### src/rtl/du_pkg.sv
// Shared constants and state encoding for the UART word dumper.
package du_pkg;

    localparam int BYTE           = 8;
    localparam int DWORD          = 32;
    localparam int BYTES_PER_WORD = DWORD / BYTE;

    typedef enum logic [2:0] {
        IDLE  = 3'd0,
        READ  = 3'd1,
        LATCH = 3'd2,
        SEND  = 3'd3,
        WAIT  = 3'd4,
        NEXT  = 3'd5,
        DONE  = 3'd6
    } state_t;

endpackage

### src/rtl/du_tx_dumper.sv
// Reads a run of words from a synchronous word source and streams each one,
// LSB byte first, to a UART transmitter using a start/done-tick handshake.
module du_tx_dumper #(
    parameter int BYTE  = du_pkg::BYTE,
    parameter int DWORD = du_pkg::DWORD,
    parameter int ADDR  = 7
) (
    input  logic              i_clock,
    input  logic              i_reset,
    input  logic              i_start,
    input  logic [ADDR-1:0]   i_base_addr,
    input  logic [ADDR:0]     i_count,
    output logic              o_rd_en,
    output logic [ADDR-1:0]   o_rd_addr,
    input  logic [DWORD-1:0]  i_rd_data,
    output logic [BYTE-1:0]   o_tx_data,
    output logic              o_tx_start,
    input  logic              i_tx_done_tick,
    output logic              o_busy,
    output logic              o_done
);

    import du_pkg::*;

    localparam int BPW  = DWORD / BYTE;
    localparam int IDXW = (BPW > 1) ? $clog2(BPW) : 1;
    localparam logic [IDXW-1:0] LAST_IDX = IDXW'(BPW - 1);
    localparam logic [IDXW-1:0] IDX_ONE  = IDXW'(1);
    localparam logic [ADDR:0]   CNT_ONE  = {{ADDR{1'b0}}, 1'b1};
    localparam logic [ADDR-1:0] ADDR_ONE = {{(ADDR-1){1'b0}}, 1'b1};

    state_t           state_r;
    state_t           state_next_s;
    logic [ADDR-1:0]  addr_r;
    logic [ADDR:0]    rem_r;
    logic [DWORD-1:0] buf_r;
    logic [IDXW-1:0]  idx_r;
    logic [DWORD-1:0] word_s;
    logic [DWORD-1:0] shifted_s;
    logic [IDXW-1:0]  sel_idx_s;
    logic [BYTE-1:0]  sel_byte_s;
    logic [BYTE-1:0]  tx_data_r;
    logic             rd_en_s, tx_start_s, busy_s, done_s;
    logic             rd_en_r, tx_start_r, busy_r, done_r;

    // State register.
    always_ff @(posedge i_clock or negedge i_reset) begin
        if (!i_reset) begin
            state_r <= IDLE;
        end else begin
            state_r <= state_next_s;
        end
    end

    // Next-state decode.
    always_comb begin
        state_next_s = state_r;
        case (state_r)
            IDLE: begin
                if (i_start) begin
                    state_next_s = (i_count != {(ADDR+1){1'b0}}) ? READ : DONE;
                end else begin
                    state_next_s = IDLE;
                end
            end
            READ:  state_next_s = LATCH;
            LATCH: state_next_s = SEND;
            SEND:  state_next_s = WAIT;
            WAIT: begin
                if (i_tx_done_tick) begin
                    state_next_s = (idx_r == LAST_IDX) ? NEXT : SEND;
                end else begin
                    state_next_s = WAIT;
                end
            end
            NEXT:    state_next_s = (rem_r != CNT_ONE) ? READ : DONE;
            DONE:    state_next_s = IDLE;
            default: state_next_s = IDLE;
        endcase
    end

    // Byte mux: on the first byte the word is still on the read bus, later bytes come from the buffer.
    always_comb begin
        if (state_r == LATCH) begin
            word_s    = i_rd_data;
            sel_idx_s = {IDXW{1'b0}};
        end else begin
            word_s    = buf_r;
            sel_idx_s = idx_r + IDX_ONE;
        end
        shifted_s  = word_s >> (int'(sel_idx_s) * BYTE);
        sel_byte_s = shifted_s[BYTE-1:0];
    end

    // Output decode; strobes follow the state being entered so they line up with it once registered.
    always_comb begin
        rd_en_s    = (state_next_s == READ);
        tx_start_s = (state_next_s == SEND);
        busy_s     = (state_next_s != IDLE);
        done_s     = (state_r == DONE);
    end

    // Address, remaining count, word buffer and byte index.
    always_ff @(posedge i_clock or negedge i_reset) begin
        if (!i_reset) begin
            addr_r <= {ADDR{1'b0}};
            rem_r  <= {(ADDR+1){1'b0}};
            buf_r  <= {DWORD{1'b0}};
            idx_r  <= {IDXW{1'b0}};
        end else begin
            case (state_r)
                IDLE: begin
                    if (i_start) begin
                        addr_r <= i_base_addr;
                        rem_r  <= i_count;
                    end
                end
                LATCH: begin
                    buf_r <= i_rd_data;
                    idx_r <= {IDXW{1'b0}};
                end
                WAIT: begin
                    if (i_tx_done_tick && (idx_r != LAST_IDX)) begin
                        idx_r <= idx_r + IDX_ONE;
                    end
                end
                NEXT: begin
                    rem_r  <= rem_r - CNT_ONE;
                    addr_r <= addr_r + ADDR_ONE;
                end
                default: begin
                end
            endcase
        end
    end

    // Registered outputs; tx data is only reloaded when a byte is launched.
    always_ff @(posedge i_clock or negedge i_reset) begin
        if (!i_reset) begin
            rd_en_r    <= 1'b0;
            tx_start_r <= 1'b0;
            busy_r     <= 1'b0;
            done_r     <= 1'b0;
            tx_data_r  <= {BYTE{1'b0}};
        end else begin
            rd_en_r    <= rd_en_s;
            tx_start_r <= tx_start_s;
            busy_r     <= busy_s;
            done_r     <= done_s;
            if (tx_start_s) begin
                tx_data_r <= sel_byte_s;
            end
        end
    end

    assign o_rd_en    = rd_en_r;
    assign o_rd_addr  = addr_r;
    assign o_tx_data  = tx_data_r;
    assign o_tx_start = tx_start_r;
    assign o_busy     = busy_r;
    assign o_done     = done_r;

endmodule

### config.mk
export PLATFORM = sky130hd
export DESIGN_NAME = du_tx_dumper
export DESIGN_NICKNAME = d
export VERILOG_FILES = /design/src/rtl/du_pkg.sv /design/src/rtl/du_tx_dumper.sv
export SDC_FILE = /design/constraint.sdc
export NUM_CORES = 1
export LEC_CHECK = 0
export BUFFER_PORTS_ARGS = -buffer_cell sky130_fd_sc_hd__buf_2
export CAP_MARGIN = 20
export CORE_AREA = 10 10 87 89
export CTS_CLUSTER_DIAMETER = 80
export DETAILED_ROUTE_END_ITERATION = 10
export DIE_AREA = 0 0 97 99
export PLACE_DENSITY_LB_ADDON = 0.25
export RECOVER_POWER = 100
export SYNTH_ARGS = -nofsm -noshare
export SYNTH_HDL_FRONTEND = slang
export SYNTH_SLANG_ARGS = --single-unit
### constraint.sdc
create_clock -name i_clock -period 2.3 [get_ports i_clock]
set_input_delay 0.345 -clock i_clock [delete_from_list [all_inputs] [get_ports i_clock]]
set_output_delay 0.345 -clock i_clock [all_outputs]
set_load 0.01 [all_outputs]
==> results.json <==
{
  "outcome": "complete, no violations",
  "cts_resized": 0,
  "crit_required_ns": 2.53,
  "n_antenna_cell": 0,
  "dp_cells": 475,
  "critPathArrivalTime_ns": 2.24,
  "final_nets": 467,
  "skew_ns": 0.005562,
  "grt_max_degree": 41,
  "vias_per_cell": 5.498,
  "finalSetupTns_ns": 0,
  "first_global_vias": 2789,
  "vias": 2705,
  "wirelength_mm": 7.938,
  "wire_per_inst_um": 16.13,
  "yosys_most_used_dff": "dfrtp_1",
  "r2r-end": "o_tx_data[7]$_DFFE_PN0N_",
  "layout_common_cells": "107 x nand2_1, 64 x dfrtp_1, 49 x buf_2",
  "route.detailed.drc": 0,
  "syn_inst": 335,
  "r2r_slack_ns": 0.28,
  "multi_input_area_um2": 1378,
  "yosys_warnings": 0,
  "clkTransAtPathRegs_ns": 0.07,
  "ys_ff_latch": 64,
  "endpoint_kind": "flip-flop",
  "clk_path_buf_depth": 2,
  "area_delta_synth_final_pct": 20.10,
  "yosysSeqAreaShare": 0.5145,
  "crit_type": "flip-flop to flip-flop",
  "fp.dieH_um": 99,
  "overflow": 0,
  "num_rows": 28,
  "syn_area_per_cell_um2": 9.292,
  "fin_util": 0.6390,
  "antenna_found_initial": 0,
  "relSlewSlack": 0.1887,
  "dpl_cell_area_um2": 3602,
  "nFillCells": 518,
  "finalWeightedCongestion": 0.8700,
  "die_area_um2": 9603,
  "post-cts-setup-buffers": 0,
  "core_area_um2": 5851,
  "grt.total_usage": 0.1687,
  "hold_viol_final": 0,
  "rr_startpoint": "state_r[0]$_DFF_PN0_",
  "cts_tree": "built",
  "clkLatencyLatePin_ns": 0.35,
  "hpwl_mm": 5.772,
  "clockRootBuffer": "clkbuf_8",
  "final_common_cell": "nand2_1",
  "syn_area_um2": 3113,
  "antenna_left": 0,
  "first_pass_iters": 4,
  "regArea_um2": 1602,
  "die_w_um": 97,
  "wl_met1_mm": 3.384,
  "worstSetupStartpointType": "flip-flop",
  "async_reset_ff_frac": 1.000,
  "ir_drop_mv": 0.6503,
  "met2_length_mm": 3.908,
  "period_share": 0.8766,
  "layout.cells.non_filler": 492,
  "cap_violations": 0,
  "cts_made_buffers": 9,
  "synth_edf_count": 0,
  "drive_above_1_share": 0.2182,
  "setup_viol": 0,
  "start_util": 0.5321,
  "wl_met3_um": 485,
  "design_area_um2": 3739,
  "highest_layer": "met4",
  "grt_setup_unrepaired": "no",
  "hold-worst-slack_ns": 0.1821,
  "synth_cell_type_count": 44,
  "hold_class": "input port to flip-flop",
  "holdCritStartpoint": "i_rd_data[13]",
  "endpoint": "o_tx_data[7]$_DFFE_PN0N_",
  "critPathLaunch": "state_r[0]$_DFF_PN0_",
  "max_freq_ghz": 0.4960,
  "drtIter0Drc": 146,
  "powerDensity_nw_per_um2": 1439,
  "synth_nets": 390,
  "final-max-slew-violation-count": 0,
  "p_leak_nw": 1.831,
  "cts_num_sinks": 64,
  "grt_pass1_wl_mm": 13.44,
  "worst_pin_slew_ns": 1.217,
  "r2r_cells": 5,
  "timing.final.crit_period_ns": 2.016,
  "io_pins": 70,
  "crit_fanout": 32,
  "htree_levels": 3,
  "io_buffer_count": 69
}
==> what timing repair did <==
action / in CTS / in global routing
hold endpoints to repair: 20 / 0
setup endpoints to repair: 0 / 0
hold buffers: 1 / 0
==> cell usage after synthesis, types with 2 or more instances <==
| cell type | count | area share |
|---|---|---|
| a21o_1 | 4 | 0.0096 |
| a21oi_1 | 22 | 0.035 |
| a311oi_1 | 3 | 0.0084 |
| and3b_1 | 3 | 0.0084 |
| buf_1 | 2 | 0.0024 |
| buf_2 | 4 | 0.0064 |
| clkbuf_1 | 13 | 0.016 |
| dfrtp_1 | 64 | 0.51 |
| ha_1 | 4 | 0.016 |
| inv_1 | 5 | 0.0060 |
| mux2_2 | 9 | 0.033 |
| mux2_4 | 7 | 0.034 |
| nand2_1 | 107 | 0.13 |
| nand2b_1 | 3 | 0.0060 |
| nand3_1 | 7 | 0.011 |
| nand4_1 | 2 | 0.0040 |
| nor2_1 | 16 | 0.019 |
| nor3_1 | 10 | 0.016 |
| nor3b_1 | 3 | 0.0072 |
| nor4_1 | 3 | 0.0060 |
| o21ai_0 | 10 | 0.016 |
| o221ai_1 | 10 | 0.028 |
| o22ai_1 | 2 | 0.0040 |
| or3b_2 | 2 | 0.0056 |
==> cells by family after synthesis <==
logic type	share of synthesized area
AO/OA/AOI/OAI	0.1326
adder cells (fa/ha/maj)	0.01608
buffers and inverters	0.03417
flip-flops	0.5145
multiplexers	0.06953
AND/OR/NAND/NOR	0.2331
==> flip-flops by register name (all words and copies together), names as in the netlist, 2 cells and up <==
name	cells
o_tx_data	8
o_rd_addr	7
state_r	3
idx_r	2
rem_r	8
buf_r	32
==> area by class of cell <==
cell class,count,share of cell area
Clock buffer,13,0.04250
Inverter,5,0.005020
Sequential cell,64,0.4284
Timing Repair Buffer,86,0.1198
Clock inverter,3,0.01071
Tap cell,75,0.02510
Multi-Input combinational cell,246,0.3685
==> worst max-delay path, stage by stage, from the launching register on <==
cell,delay [ns]
dfrtp_1,0.38
buf_4,0.17
or3b_2,0.75
o221ai_1,0.19
a21oi_1,0.11
mux2_1,0.28
==> power breakdown <==
part	total (mW)	switching [mW]	internal (mW)
registers	2.05	0.369	1.68
logic	2.35	1.35	1.00
clock network	0.979	0.422	0.557
total	5.38	2.14	3.24
==> worst min-delay path by stage <==
| stage | end | depth (start not counted) |
|---|---|---|
| 4_1_cts | buf_r[13]$_DFF_PN0_ | 3 |
| 5_1_grt | buf_r[28]$_DFF_PN0_ | 3 |
| 6_report | buf_r[13]$_DFF_PN0_ | 3 |
| 3_5_place_dp | o_rd_en$_DFF_PN0_ | 1 |
| 2_1_floorplan | buf_r[0]$_DFF_PN0_ | 0 |
| 3_3_place_gp | o_done$_DFF_PN0_ | 1 |
==> layer usage <==
metal | global-route usage | vias to the layer above
li1 | - | 1317
met2 | 0.2757 | 90
met3 | 0.04469 | 17
met1 | 0.2035 | 1281
met4 | 0.07719 | 0
met5 | 0 | -
==> metrics by stage <==
step	power, mW	setup WS [ns]
global route	5.828	0.1937
floorplan	3.794	0.3506
CTS	5.613	0.2819
finish	5.379	0.2839
global placement	4.504	0.3749
detailed placement	4.612	0.3349
Power figures use the tool's default switching activity.
